==> config.mk <==
export PLATFORM = sky130hd
export DESIGN_NAME = brisc_ctrl_fsm
export DESIGN_NICKNAME = d
export VERILOG_FILES = /design/src/rtl/brisc_pkg.sv /design/src/rtl/brisc_decode.sv /design/src/rtl/brisc_ctrl_fsm.sv
export SDC_FILE = /design/constraint.sdc
export NUM_CORES = 1
export LEC_CHECK = 0
export ABC_AREA = 1
export CAP_MARGIN = 20
export CORE_ASPECT_RATIO = 1.25
export CORE_MARGIN = 1.5
export CORE_UTILIZATION = 25
export DETAILED_ROUTE_END_ITERATION = 16
export DONT_BUFFER_PORTS = 1
export PLACE_DENSITY = 0.41
export SLEW_MARGIN = 20
export SYNTH_ARGS = -nofsm -noshare
export SYNTH_HDL_FRONTEND = slang
export SYNTH_HIERARCHICAL = 1
export SYNTH_SLANG_ARGS = --single-unit
export TNS_END_PERCENT = 5
==> constraint.sdc <==
create_clock -name clk -period 4.2 [get_ports clk]
set_input_delay 0.84 -clock clk [delete_from_list [all_inputs] [get_ports clk]]
set_output_delay 0.84 -clock clk [all_outputs]
set_load 0.1 [all_outputs]
==> src/rtl/brisc_pkg.sv <==
// Shared encodings for the brisc control path: opcodes, ALU selects, FSM states, op classes.
package brisc_pkg;

    localparam logic [3:0] OP_NOP = 4'd0;
    localparam logic [3:0] OP_ADD = 4'd1;
    localparam logic [3:0] OP_LDI = 4'd2;
    localparam logic [3:0] OP_SUB = 4'd3;
    localparam logic [3:0] OP_CNT = 4'd4;
    localparam logic [3:0] OP_AND = 4'd5;
    localparam logic [3:0] OP_OR  = 4'd6;
    localparam logic [3:0] OP_INV = 4'd7;
    localparam logic [3:0] OP_XOR = 4'd8;
    localparam logic [3:0] OP_SR  = 4'd9;
    localparam logic [3:0] OP_SL  = 4'd10;
    localparam logic [3:0] OP_IN  = 4'd11;
    localparam logic [3:0] OP_OUT = 4'd12;
    localparam logic [3:0] OP_JZ  = 4'd13;
    localparam logic [3:0] OP_JLT = 4'd14;
    localparam logic [3:0] OP_J   = 4'd15;

    localparam logic [2:0] ALU_ADD     = 3'b000;
    localparam logic [2:0] ALU_SUB     = 3'b001;
    localparam logic [2:0] ALU_CNT_INV = 3'b010;
    localparam logic [2:0] ALU_XOR_SL  = 3'b011;
    localparam logic [2:0] ALU_SR      = 3'b100;
    localparam logic [2:0] ALU_AND     = 3'b101;
    localparam logic [2:0] ALU_OR      = 3'b110;
    localparam logic [2:0] ALU_PASS    = 3'b111;
    // Idle value of alu_control whenever nothing executes.
    localparam logic [2:0] ALU_NOP     = ALU_SUB;

    typedef enum logic [1:0] {
        StFetch,
        StExec,
        StWaitIo
    } state_e;

    typedef enum logic [2:0] {
        ClsNop,
        ClsAlu,
        ClsIn,
        ClsOut,
        ClsJz,
        ClsJlt,
        ClsJmp
    } op_class_e;

endpackage

==> src/rtl/brisc_decode.sv <==
// Combinational opcode decode: ALU select, immediate select, op class, flag update, illegal.
module brisc_decode
    import brisc_pkg::*;
#(
    parameter int unsigned OPW = 4
) (
    input  logic [OPW-1:0] i_opcode,
    output logic [2:0]     o_alu_op,
    output logic           o_im_sel,
    output logic [2:0]     o_class,
    output logic           o_upd_flags,
    output logic           o_illegal
);

    logic      w_hi;
    op_class_e w_cls;

    if (OPW > 4) begin : g_wide
        assign w_hi = |i_opcode[OPW-1:4];
    end else begin : g_narrow
        assign w_hi = 1'b0;
    end

    always_comb begin
        o_alu_op    = ALU_NOP;
        o_im_sel    = 1'b0;
        w_cls       = ClsNop;
        o_upd_flags = 1'b0;
        o_illegal   = w_hi;
        // Anything beyond the 16 defined opcodes degrades to a NOP.
        if (!w_hi) begin
            unique case (i_opcode[3:0])
                OP_NOP: ;
                OP_ADD: begin o_alu_op = ALU_ADD;     w_cls = ClsAlu; o_upd_flags = 1'b1; end
                OP_LDI: begin o_alu_op = ALU_PASS;    w_cls = ClsAlu; o_im_sel = 1'b1;    end
                OP_SUB: begin o_alu_op = ALU_SUB;     w_cls = ClsAlu; o_upd_flags = 1'b1; end
                OP_CNT: begin o_alu_op = ALU_CNT_INV; w_cls = ClsAlu; o_upd_flags = 1'b1; end
                OP_AND: begin o_alu_op = ALU_AND;     w_cls = ClsAlu; o_upd_flags = 1'b1; end
                OP_OR:  begin o_alu_op = ALU_OR;      w_cls = ClsAlu; o_upd_flags = 1'b1; end
                OP_INV: begin o_alu_op = ALU_CNT_INV; w_cls = ClsAlu; o_upd_flags = 1'b1; end
                OP_XOR: begin o_alu_op = ALU_XOR_SL;  w_cls = ClsAlu; o_upd_flags = 1'b1; end
                OP_SR:  begin o_alu_op = ALU_SR;      w_cls = ClsAlu; o_upd_flags = 1'b1; end
                OP_SL:  begin o_alu_op = ALU_XOR_SL;  w_cls = ClsAlu; o_upd_flags = 1'b1; end
                OP_IN:  begin o_alu_op = ALU_PASS;    w_cls = ClsIn;  end
                OP_OUT: begin o_alu_op = ALU_PASS;    w_cls = ClsOut; end
                OP_JZ:  begin o_alu_op = ALU_PASS;    w_cls = ClsJz;  end
                OP_JLT: begin o_alu_op = ALU_PASS;    w_cls = ClsJlt; end
                OP_J:   begin o_alu_op = ALU_PASS;    w_cls = ClsJmp; end
            endcase
        end
    end

    assign o_class = w_cls;

endmodule

==> src/rtl/brisc_ctrl_fsm.sv <==
// brisc control FSM: FETCH/EXEC/WAIT_IO sequencing, flag latches, sticky illegal flag.
module brisc_ctrl_fsm
    import brisc_pkg::*;
#(
    parameter int unsigned OPW      = 4,
    parameter int unsigned ALUW     = 3,
    parameter int unsigned FLAG_REG = 1
) (
    input  logic            clk,
    input  logic            rst_n,
    input  logic            instr_valid,
    input  logic [OPW-1:0]  opcode,
    input  logic            zero,
    input  logic            lt,
    input  logic            in_valid,
    input  logic            out_ready,
    output logic            instr_ready,
    output logic [ALUW-1:0] alu_control,
    output logic            im_sel,
    output logic            write_enable,
    output logic            out_write_en,
    output logic            in_mux_en,
    output logic            jump_en,
    output logic            pc_en,
    output logic            busy,
    output logic            illegal
);

    state_e         r_state;
    state_e         w_state_next;
    logic [OPW-1:0] r_opcode;
    logic           r_flag_z;
    logic           r_flag_lt;
    logic           r_illegal;

    logic [2:0]     w_dec_alu;
    logic           w_dec_im;
    logic [2:0]     w_dec_class;
    logic           w_dec_upd;
    logic           w_dec_illegal;
    op_class_e      w_cls;
    logic           w_z;
    logic           w_lt;
    logic           w_io_op;
    logic           w_io_done;
    logic [2:0]     w_alu;

    brisc_decode #(
        .OPW (OPW)
    ) u_decode (
        .i_opcode    (r_opcode),
        .o_alu_op    (w_dec_alu),
        .o_im_sel    (w_dec_im),
        .o_class     (w_dec_class),
        .o_upd_flags (w_dec_upd),
        .o_illegal   (w_dec_illegal)
    );

    assign w_cls     = op_class_e'(w_dec_class);
    assign w_z       = (FLAG_REG != 0) ? r_flag_z : zero;
    assign w_lt      = (FLAG_REG != 0) ? r_flag_lt : lt;
    assign w_io_op   = (w_cls == ClsIn) || (w_cls == ClsOut);
    assign w_io_done = ((w_cls == ClsIn) && in_valid) || ((w_cls == ClsOut) && out_ready);

    always_ff @(posedge clk) begin
        if (!rst_n) begin
            r_state <= StFetch;
        end else begin
            r_state <= w_state_next;
        end
    end

    always_comb begin
        w_state_next = r_state;
        unique case (r_state)
            StFetch:  if (instr_valid) w_state_next = StExec;
            StExec:   w_state_next = (w_io_op && !w_io_done) ? StWaitIo : StFetch;
            StWaitIo: if (w_io_done || !w_io_op) w_state_next = StFetch;
            default:  w_state_next = StFetch;
        endcase
    end

    // Branches never update flags, so capture and evaluation cannot collide.
    always_ff @(posedge clk) begin
        if (!rst_n) begin
            r_opcode  <= '0;
            r_flag_z  <= 1'b0;
            r_flag_lt <= 1'b0;
            r_illegal <= 1'b0;
        end else begin
            if (r_state == StFetch && instr_valid) begin
                r_opcode <= opcode;
            end
            if (r_state == StExec && w_dec_upd && FLAG_REG != 0) begin
                r_flag_z  <= zero;
                r_flag_lt <= lt;
            end
            if (r_state == StExec && w_dec_illegal) begin
                r_illegal <= 1'b1;
            end
        end
    end

    always_comb begin
        instr_ready  = (r_state == StFetch);
        busy         = (r_state != StFetch);
        illegal      = r_illegal;
        w_alu        = ALU_NOP;
        im_sel       = 1'b0;
        write_enable = 1'b0;
        out_write_en = 1'b0;
        in_mux_en    = 1'b0;
        jump_en      = 1'b0;
        pc_en        = 1'b0;
        // Strobes are gated by reset so an abandoned I/O wait never commits.
        if (rst_n && r_state != StFetch) begin
            if (r_state == StExec) begin
                w_alu  = w_dec_alu;
                im_sel = w_dec_im;
            end
            unique case (w_cls)
                ClsNop: pc_en = 1'b1;
                ClsAlu: begin
                    write_enable = 1'b1;
                    pc_en        = 1'b1;
                end
                ClsIn: begin
                    in_mux_en = 1'b1;
                    if (in_valid) begin
                        write_enable = 1'b1;
                        pc_en        = 1'b1;
                    end
                end
                ClsOut: begin
                    if (out_ready) begin
                        out_write_en = 1'b1;
                        pc_en        = 1'b1;
                    end
                end
                ClsJz: begin
                    if (w_z) jump_en = 1'b1;
                    else     pc_en   = 1'b1;
                end
                ClsJlt: begin
                    if (w_lt) jump_en = 1'b1;
                    else      pc_en   = 1'b1;
                end
                ClsJmp:  jump_en = 1'b1;
                default: ;
            endcase
        end
        alu_control      = '0;
        alu_control[2:0] = w_alu;
    end

endmodule

=== Word level (Yosys, flattened, before mapping) ===
Index checks and enable logic that the tools add are counted.

* Output and inout bits: 12
* Bits of input ports: 11
* Register bits after elaboration: 8
* Word-level logic and storage cells: 78

* Multiplexer cells: 28
* Equality and inequality tests: 25
* Reductions and logical operators: 21

{| class="wikitable"
|+ Operators by type and width
! cell !! count
|-
| $eq A4 B4 Y1 const B || 8
|-
| $pmux W3 S7 || 1
|-
| $pmux W3 S6 || 1
|-
| $mux W1 || 17
|-
| $eq A4 B3 Y1 const B || 4
|-
| $reduce_or A10 Y1 || 1
|-
| $eq A3 B3 Y1 const B || 3
|-
| $reduce_or A9 Y1 || 1
|-
| $eq A4 B2 Y1 const B || 2
|-
| $eq A3 B2 Y1 const B || 2
|-
| $logic_and A1 B1 Y1 || 6
|-
| $mux W2 || 3
|-
| $mux W3 || 2
|-
| $pmux W2 S3 || 1
|-
| $reduce_or A2 Y1 || 3
|-
| $reduce_or A6 Y1 || 1
|-
| $pmux W1 S5 || 1
|-
| $eq A4 B1 Y1 const B || 1
|-
| $ne A2 B2 Y1 const B || 2
|-
| $eq A3 B1 Y1 const B || 1
|-
| $logic_not A3 Y1 || 1
|-
| $logic_or A1 B1 Y1 || 3
|-
| $pmux W1 S3 || 1
|-
| $eq A2 B1 Y1 const B || 1
|-
| other kinds (6) || 7
|}

=== Logic depth before layout (Yosys ltp) ===
* Depth in word-level cells: 10
* Mapped depth: 10
* Depth with buffers taken out: 10

=== By module ===
The synthesis kept the hierarchy.

{| class="wikitable"
|+ Modules (own cells, without submodules)
! module !! seq. area each (um2) !! area an instance (um2) !! times used !! cells each
|-
| brisc_ctrl_fsm || 180.2 || 479.2 || 1 || 76
|-
| brisc_decode || 0.0 || 138.9 || 1 || 33
|}

=== Worst setup path after synthesis ===
Ideal clock, no wire load.

* Path kind: flip-flop to output port
* From: register r_state[1]
* To: output port in_mux_en
* Path slack: -0.669 ns
* Arrival: 4.029 ns
* Stages on the path, launching flop included: 5
* Data required time: 3.360 ns
* Path buffers: 0
* Cells stage by stage: dfxtp_1 -> nor2_2 -> inv_2 -> nand2_2 -> nor4_1

* Longest elaborated chain between the ends: 3

{| class="wikitable"
|+ Ends and longest elaborated chain
! item !! RTL line !! source
|-
| start: declaration || brisc_ctrl_fsm.sv:29 || <nowiki>state_e r_state;</nowiki>
|-
| start signal: assignment || brisc_ctrl_fsm.sv:67 || <nowiki>r_state <= StFetch;</nowiki>
|-
| start signal: assignment || brisc_ctrl_fsm.sv:69 || <nowiki>r_state <= w_state_next;</nowiki>
|-
| $reduce_bool A2 Y1 || -- ||
|-
| named net busy || brisc_ctrl_fsm.sv:25 || <nowiki>output logic busy,</nowiki>
|-
| $logic_and A1 B1 Y1 || brisc_ctrl_fsm.sv:116 || <nowiki>if (rst_n && r_state != StFetch) begin</nowiki>
|-
| $mux W1 || brisc_ctrl_fsm.sv:116 ||
|-
| end: declaration || brisc_ctrl_fsm.sv:22 || <nowiki>output logic in_mux_en,</nowiki>
|}

The timed path passes the listed nets, and every way through them passes these cells.

=== Worst setup path after layout ===
* From: register r_opcode[3]
* To: output port jump_en

* Longest elaborated chain between the ends: 6
* Elaborated cells between the ends (all ways): 22
* Classes of those cells: eq/ne (18); mux (3); reduce/logical (1)

{| class="wikitable"
|+ Ends and longest elaborated chain
! item !! RTL line !! source
|-
| start: declaration || brisc_ctrl_fsm.sv:31 || <nowiki>logic [OPW-1:0] r_opcode;</nowiki>
|-
| start signal: assignment || brisc_ctrl_fsm.sv:92 || <nowiki>r_opcode <= opcode;</nowiki>
|-
| $eq A4 B1 Y1, or another cell as far along || brisc_decode.sv:32 || <nowiki>unique case (i_opcode[3:0])</nowiki>
|-
| $reduce_or A10 Y1 (no source line) || -- ||
|-
| $pmux W3 S6 * || brisc_decode.sv:32 ||
|-
| named net w_cls[2] || brisc_ctrl_fsm.sv:41 || <nowiki>op_class_e w_cls;</nowiki>
|-
| $eq A3 B3 Y1 || brisc_ctrl_fsm.sv:121 || <nowiki>unique case (w_cls)</nowiki>
|-
| $pmux W1 S3 * || brisc_ctrl_fsm.sv:121 ||
|-
| $mux W1 * || brisc_ctrl_fsm.sv:116 ||
|-
| end: declaration || brisc_ctrl_fsm.sv:23 || <nowiki>output logic jump_en,</nowiki>
|}

The timed path passes the listed nets; every way through them passes the cells marked *.

==> implementation parameters <==
Parameter                              Value

Critical path
  Type of the worst setup path    flop to primary output
  Cells traversed along the worst timing path    nand2_1, nor2_1, nand4_1, o21ai_0, nand3_1, inv_1
  Timing startpoint of the critical path    r_opcode[3]
  Nature of the critical path startpoint    flop
  Critical Path Max Stage Delay    0.63 ns
  Crit Reg-Reg Startpoint    r_opcode[3]
  Endpoint kind of the worst setup timing path    primary output
  Arrival @ worst endpoint    approximately 2.3 ns
  Worst-path cell with the longest stage delay    sky130_fd_sc_hd__inv_1
  Worst endpoint required time    3.36 ns
  Top fanout value on the critical path    7

Clocking
  Clock latency on the worst-skew pair    0.26 ns
  Clock slew at the register clock pins of the worst setup and hold paths    0.06 ns
  Number of clock buffers inserted by TritonCTS    3
  Level count of the clock H-tree    1
  Post-CTS Hold Fix Bufs    0
  CTS tree    done
  Sinks on the clock net    9
  Setup repair bufs after CTS    0
  # resized after CTS    0
  Cell chosen for the clock root    sky130_fd_sc_hd__clkbuf_4
  Maximum number of buffers from clock root to sink    2

Synthesis
  Area share of the largest cell type after synthesis    29.1%
  Number of synthesized flops with an enable pin    0
  Number of warning messages in the yosys log    6
  Library cell with the highest instance count after synthesis    sky130_fd_sc_hd__nor2_1
  Yosys top cell by area    sky130_fd_sc_hd__dfxtp_1
  Synth top cells by count    sky130_fd_sc_hd__nor2_1 (26), sky130_fd_sc_hd__nand2_1 (17), sky130_fd_sc_hd__inv_1 (16), sky130_fd_sc_hd__dfxtp_1 (9)
  Average footprint of a synthesized cell    5.67 um^2
  Distinct cell type count of the synthesized netlist    18
  Synthesized netlist net count    120
  Register area share after synthesis    around 30%
  Leading post-synthesis cells by cell area    sky130_fd_sc_hd__dfxtp_1 (29%), sky130_fd_sc_hd__nor2_1 (16%), sky130_fd_sc_hd__nand2_1 (10%)
  Synthesized flop and latch total    9
  Fraction of synthesis flops using an asynchronous set or reset pin    0%
  Primary flip-flop cell chosen by synthesis mapping    sky130_fd_sc_hd__dfxtp_1
  Gate count of the mapped netlist    approximately 110
  Cell area after synthesis    around 600 um^2

GRT
  Vias in the first global route    593
  Total congestion overflow    0
  GRT Util Overall    about an eighth
  Maximum number of pins on one net before global-route repair    9
  Initial antenna violation count    0
  Global-route wire length before repair    roughly 2400 um

Detailed routing
  Starting DRC count in detailed routing    9
  Routed length on met1    660 um
  ANT nets after route    0
  Top layer reached by signal wires    met4
  Total wire length    1420 um
  Detailed-routed wire length on met2    681 um
  First-pass iteration count of the detailed router    4
  WL met3    66 um
  Via total after detailed routing    around 650
  Residual DRC    0
  Drt via density    about 4.4
  Average detailed-routed wire length per instance    approximately 9.6 um

Die
  Area of the core    2260 um^2
  Die Y    58.6 um
  Effective utilization at floorplan    a little over a quarter
  Horiz. Die Dim    47.5 um
  Die area    2780 um^2
  IO Count    23
  Number of rows created at floorplan    19

Power
  PwrDens    311 nW/um^2
  Internal power of the cells    0.144 mW
  Part of the total power dissipated in combinational logic    29.2%
  Maximum resistive drop on vdd    between 100 and 150 uV
  Total net switching power    0.0902 mW
  Share of total power in sequential cells    between 40% and 50%
  Switch share    38.6%
  Pwr Total    ~0.23 mW
  Total leakage power    0.349 nW
  Clk pwr share    27.9%

STA
  Final setup skew    between 0.001 and 0.0015 ns
  Highest attainable clock frequency    0.322 GHz
  Sum of negative setup slack    0 ns
  Max-slew headroom    29.4%
  Final worst path period need    around 3.1 ns
  Setup ws final    ~1.1 ns
  Number of max-slew violations in the final report    0
  Final-report setup violation count    0
  Total count of hold-check failures in the final report    0
  Worst Tran Pin Value    ~1.1 ns
  Period utilisation layout    73.9%
  Setup repair after global routing missed its margin    no

Finish
  Area of all sequential standard cells    180 um^2
  Filler Cell Count    about 270
  Total non-filler cell area in the finished layout    roughly 750 um^2
  Net total in the final layout    130
  Area of the multi-input gates    385 um^2
  Growth of design area from synthesis to finish    21.7%
  Total inserted antenna cells    0
  Count of non-filler cells in the finished layout    149
  Layout cells sized above 1    between 20% and 30%

Run status
  Result of the run    completed

Placement
  Count of buffers from port buffering    0
  Instance count after placement with tap cells included    145
  Routability-driven placement congestion ratio    0.768
  Placed wire-length estimate    between 1000 and 1500 um
  Pre-CTS setup slack    roughly 1.4 ns
  Area after detailed placement    between 700 and 800 um^2

Hold path
  HP Start    r_flag_z
  Hold/Removal Path Class    flop to flop

Flow run
  Max-cap violations    0
-- path summary, 6_finish.rpt --
check | depth (start not counted) | end | slack, ns
worst min-delay path | 2 | r_flag_z | 0.48
worst min register to register | 2 | r_flag_z | 0.48
worst max-delay path | 6 | jump_en | 1.10
worst max register to register | 6 | r_state[1] | 2.54
-- stage by stage --
stage | util [%] | hold slack (ns)
4_1_cts | 33.3 | 0.485
5_1_grt | 33.3 | 0.514
3_3_place_gp | 32.1 | 0.469
3_5_place_dp | 32.1 | 0.469
2_1_floorplan | - | 0.438
6_report | 33.3 | 0.482
-- critical path, delay by kind of cell (launching register included) --
kind | cells | cell delay (ns)
buffers and inverters | 1 | 0.63
DFF | 1 | 0.44
AOI/OAI and AO/OA | 1 | 0.10
and+or+nand+nor | 4 | 0.83
-- area by class of cell --
cell class	count	share of cell area, %
sequential	9	24.0
inverter	20	10.1
multi-input combinational	79	51.2
clock buffer	4	3.49
timing repair buffer	6	5.99
tap	31	5.16
-- placed cells by master, fill, tap and decap left out --
cell type,netlist,layout
sky130_fd_sc_hd__nor2_2,3,8
sky130_fd_sc_hd__nor2_1,26,21
sky130_fd_sc_hd__o21ai_1,3,3
sky130_fd_sc_hd__nand3_1,6,6
sky130_fd_sc_hd__nor4_4,0,1
sky130_fd_sc_hd__nand4_1,2,2
sky130_fd_sc_hd__buf_4,1,6
sky130_fd_sc_hd__clkbuf_1,0,1
sky130_fd_sc_hd__clkinv_2,1,1
sky130_fd_sc_hd__nand2_1,17,17
sky130_fd_sc_hd__or2_1,1,1
sky130_fd_sc_hd__conb_1,1,1
sky130_fd_sc_hd__o21ai_0,6,6
sky130_fd_sc_hd__dfxtp_1,9,9
sky130_fd_sc_hd__nor3_1,3,3
sky130_fd_sc_hd__clkbuf_4,0,3
sky130_fd_sc_hd__a21oi_2,0,1
sky130_fd_sc_hd__inv_2,3,3
sky130_fd_sc_hd__a21oi_1,6,5
sky130_fd_sc_hd__nand2_2,4,4
sky130_fd_sc_hd__inv_1,16,16
-- metal layers --
layer	track usage (%)	up-vias
li1	-	355
met1	15.4	288
met2	17.0	9
met3	2.15	2
met4	7.14	0
met5	0	-
-- logic make-up after synthesis --
group / count (synthesis) / synth area share [%]
and+or+nand+nor: 63 / 44.5
buffers and inverters: 21 / 13.6
AOI/OAI and AO/OA: 15 / 12.1
other: 1 / 0.607
DFF: 9 / 29.1
-- power groups by stage --
stage	logic (mW)	registers [mW]	clock network, mW
2_1_floorplan	0.0570	0.101	0
3_3_place_gp	0.0694	0.102	0
3_5_place_dp	0.0689	0.102	0
4_1_cts	0.0692	0.100	0.0682
5_1_grt	0.0774	0.101	0.0718
6_report	0.0684	0.100	0.0652
-- flip-flops by register name (all words and copies together), names as in the netlist --
register,flops
r_flag_lt,1
r_opcode,4
illegal,1
r_state,2
r_flag_z,1
Power figures use the tool's default switching activity.
==> patch 1, RTL diff (same flow settings) <==
`ALUW`: 3 -> 6.
--- a/src/rtl/brisc_ctrl_fsm.sv
+++ b/src/rtl/brisc_ctrl_fsm.sv
@@ -4,5 +4,5 @@
 #(
     parameter int unsigned OPW      = 4,
-    parameter int unsigned ALUW     = 3,
+    parameter int unsigned ALUW     = 6,
     parameter int unsigned FLAG_REG = 1
 ) (
Ports: changed (resized alu_control); port bits go from 23 to 26. No check against the original RTL was run, so the function may have changed too.
==> patch 1 against the original RTL <==
- critical path depth rose by 1
- sequential cell count did not move
- routed wire length fell by 0.28%
- design area rose by 0.83%
- setup slack got worse by 140 ps
- sequential power barely moved
- register-to-register slack got worse by 20 ps
- power rose by 4.5%
- area after synthesis rose by 4.3%
==> patch 1: results (changes against the original RTL) <==
Sequential share of cell area - 0.238 (was 0.240)
Vias in the first global route - 591 (was 593)
#MultiIn Comb - 82 (was 79)
Switching power total - 0.101 mW (was 0.0902 mW)
Final period utilization - 0.773 (was 0.739)
Part of the power in the clock network - 0.266 (was 0.279)
Worst-path fanout max - 6 (was 7)
Placed cell areas - 732 µm² (was 726 µm²)
Outcome - completed (unchanged)
Mean area per synthesized cell - 5.70 µm² (was 5.67 µm²)
R2R cell count - 8 (was 6)
Initial DRC Count - 11 (was 9)
Metal2 WL - 667 µm (was 681 µm)
GRT met3 Usage - 0.0225 (was 0.0215)
PD cells - 322 mW/mm² (was 311 mW/mm²)
Dpl ws - 1220 ps (was 1390 ps)
Worst-Margin Slew - 1060 ps (about the same)
Total GRT Usage - 0.108 (was 0.116)
Detail Placement HPWL - 1160 µm (about the same)
Bufs w/o clock - 5 (was 6)
R2r setup slk - 2520 ps (was 2540 ps)
Multi-input gate share of total cell area - 0.523 (was 0.512)
Met1 GRT Util - 0.126 (was 0.154)
Wire length on met1 - 607 µm (was 660 µm)
Layout clock area frac - 0.0347 (was 0.0349)
Hold slack - 478 ps (was 482 ps)
WL final - 1420 µm (about the same)
Clk_skew - 0.808 ps (was 1.06 ps)
First-pass GRT wire length - 2390 µm (was 2360 µm)
[patch 1: cell count changes in the layout (fill, tap and decap cells not counted)]
cell	change
conb_1	+3
buf_4	-1
[patch 1: worst paths after layout]
kind | startpoint | endpoint
worst max register to register | r_opcode[3]$_SDFFE_PN0P_ | r_state[1]$_SDFFE_PN0P_
worst max-delay path | r_state[1]$_SDFFE_PN0P_ | jump_en
worst min register to register | r_flag_lt$_SDFFE_PN0P_ | r_flag_lt$_SDFFE_PN0P_
worst min-delay path | r_flag_lt$_SDFFE_PN0P_ | r_flag_lt$_SDFFE_PN0P_
[patch 1: cells by family after synthesis]
group | after synthesis | share of synthesized area
buf+inv | 24 | 0.165
flops | 9 | 0.280
simple gates | 63 | 0.427
other cells | 2 | 0.0117
compound gates | 15 | 0.117
[patch 1: critical path, cell delays in order, from the launching register on]
cell     delay (ps)
dfxtp_1         370
nor2_2           60
buf_4           230
inv_2           400
nand2_2         220
nor2_1          140
nand3_1          80
inv_1           630
==> patch 2, RTL diff (same flow settings) <==
Without the edit above. Reset style: asynchronous (`rst_n`), changed in 2 clocked blocks.
--- a/src/rtl/brisc_ctrl_fsm.sv
+++ b/src/rtl/brisc_ctrl_fsm.sv
@@ -63,5 +63,5 @@
     assign w_io_done = ((w_cls == ClsIn) && in_valid) || ((w_cls == ClsOut) && out_ready);
 
-    always_ff @(posedge clk) begin
+    always_ff @(posedge clk or negedge rst_n) begin
         if (!rst_n) begin
             r_state <= StFetch;
@@ -82,5 +82,5 @@
 
     // Branches never update flags, so capture and evaluation cannot collide.
-    always_ff @(posedge clk) begin
+    always_ff @(posedge clk or negedge rst_n) begin
         if (!rst_n) begin
             r_opcode  <= '0;
Formal check against the unedited RTL: differs if rst_n is asserted again (counterexample within 4 cycles, from zero or initial values and one cycle with rst_n low); with rst_n held inactive, the same outputs for 10 cycles.
==> patch 2 against the original RTL <==
- setup slack got worse by 24 ps
- maximum frequency fell by 0.76%
- area after synthesis rose by 8.1%
- routed wire length rose by 0.42%
- design area rose by 4.2%
- sequential cell count did not move
- critical path depth did not move
Power is not compared: it rests on default switching activity, and its combinational part moved more than twofold at a synthesized area within 25%.
==> patch 2: results (changes against the original RTL) <==
Max clock buf depth - 2 (unchanged)
Vias per cell - 4.41 (was 4.39)
Total GRT Usage - 0.105 (was 0.116)
Sequential share of power - 0.323
CLK BUF - 4 (unchanged)
WL/cell - 9.86 µm (was 9.55 µm)
Initial DRC Count - 14 (was 9)
Compound-Gate Fraction of Synth Area - 0.0730 (was 0.121)
Commonest cells in the netlist - nand2_1 (30), nor2_1 (19), inv_1 (10) (was nor2_1 (26), nand2_1 (17), inv_1 (16))
Initial antenna violation count - 0 (unchanged)
Dpl ws - 1350 ps (was 1390 ps)
Outcome - completed (unchanged)
Nets - 124 (was 130)
Detail Placement HPWL - 1200 µm (was 1160 µm)
Register area share after synthesis - 0.337 (was 0.291)
CTS buffer count - 3 (unchanged)
R2r setup slk - 2600 ps (was 2540 ps)
FF-to-FF Start - r_state[1]$_DFFE_PN0P_ (was r_opcode[3]$_SDFFE_PN0P_)
Routability Congestion - 0.715 (was 0.768)
Arrival time at the worst endpoint - 2290 ps (was 2260 ps)
Layout cells sized above 1 - 0.250 (was 0.229)
R2R Path End - r_state[1]$_DFFE_PN0P_ (was r_state[1]$_SDFFE_PN0P_)
Layout clock area frac - 0.0335 (was 0.0349)
Sequential share of cell area - 0.288 (was 0.240)
Routed via count - 640 (was 654)
Synthesis Warnings - 6 (unchanged)
Delay-heaviest family, CP - simple AND/OR/NAND/NOR gates (unchanged)
Max incr delay on CP - 630 ps (about the same)
Insertion delay to the later sink of the worst-skew pair - 260 ps (about the same)
Worst-Margin Slew - 1060 ps (about the same)
Bufs w/o clock - 4 (was 6)
Worst IR Drop VDD - 0.187 mV
Final instance area - 783 µm² (was 752 µm²)
Async S/R FF share, synth - 1.00 (was 0)
Synth top area cells - dfrtp_1 (34%), nand2_1 (17%), nor2_1 (11%) (was dfxtp_1 (29%), nor2_1 (16%), nand2_1 (10%))
Placed cell areas - 757 µm² (was 726 µm²)
Top FF cell, synth - dfrtp_1 (was dfxtp_1)
Clk_skew - 5.52 ps (was 1.06 ps)
Count of cell types in the netlist - 23 (was 18)
Non-clock inverter count - 16 (was 20)
Largest net degree at the start of global routing - 15 (was 9)
Mux contribution to synthesized area - 0 (unchanged)
Min-Delay Path Class - input port to async pin (was register to register)
CTS clk-pin slew, worst paths - 60 ps (about the same)
Placed Instances - 141 (was 145)
Hold slack - 268 ps (was 482 ps)
Multi-input gate share of total cell area - 0.508 (was 0.512)
R2R cell count - 4 (was 6)
Vias in the first global route - 573 (was 593)
H-tree levels - 1 (unchanged)
Mean area per synthesized cell - 6.36 µm² (was 5.67 µm²)
P_leak - 0.402 nW
Clock Tree Root - clkbuf_4 (unchanged)
CP max stage cell - inv_1 (unchanged)
First-pass GRT wire length - 2420 µm (was 2360 µm)
Antenna cells - 0 (unchanged)
Layout Utilization - 0.316 (was 0.333)
Fill cells - 290 (was 269)
CTS resizes - 0 (unchanged)
Non-clock buffer share of cell area - 0.0383 (was 0.0599)
[patch 2: cell types whose count changed after synthesis, moves of 5 or more]
cell,delta
dfrtp_1,+9
nand2_1,+13
o21ai_0,-5
nor2_1,-7
dfxtp_1,-9
inv_1,-6
[patch 2: how the worst max path moves through the flow]
stage | startpoint | to | slack, ps | depth (start not counted)
after floorplan | r_state[1]$_DFFE_PN0P_ | in_mux_en | 780 | 4
after global placement | r_state[1]$_DFFE_PN0P_ | jump_en | 1390 | 6
after detailed placement | r_opcode[3]$_DFFE_PN0P_ | jump_en | 1350 | 6
after CTS | r_opcode[3]$_DFFE_PN0P_ | jump_en | 1060 | 6
after global routing | r_opcode[3]$_DFFE_PN0P_ | jump_en | 870 | 8
final | r_opcode[3]$_DFFE_PN0P_ | jump_en | 1070 | 6
[patch 2: layer usage]
layer,wire length [µm],GRT usage
met2,708,0.181
met5,0,0
met4,10,0.0490
met1,631,0.124
met3,78,0.0271
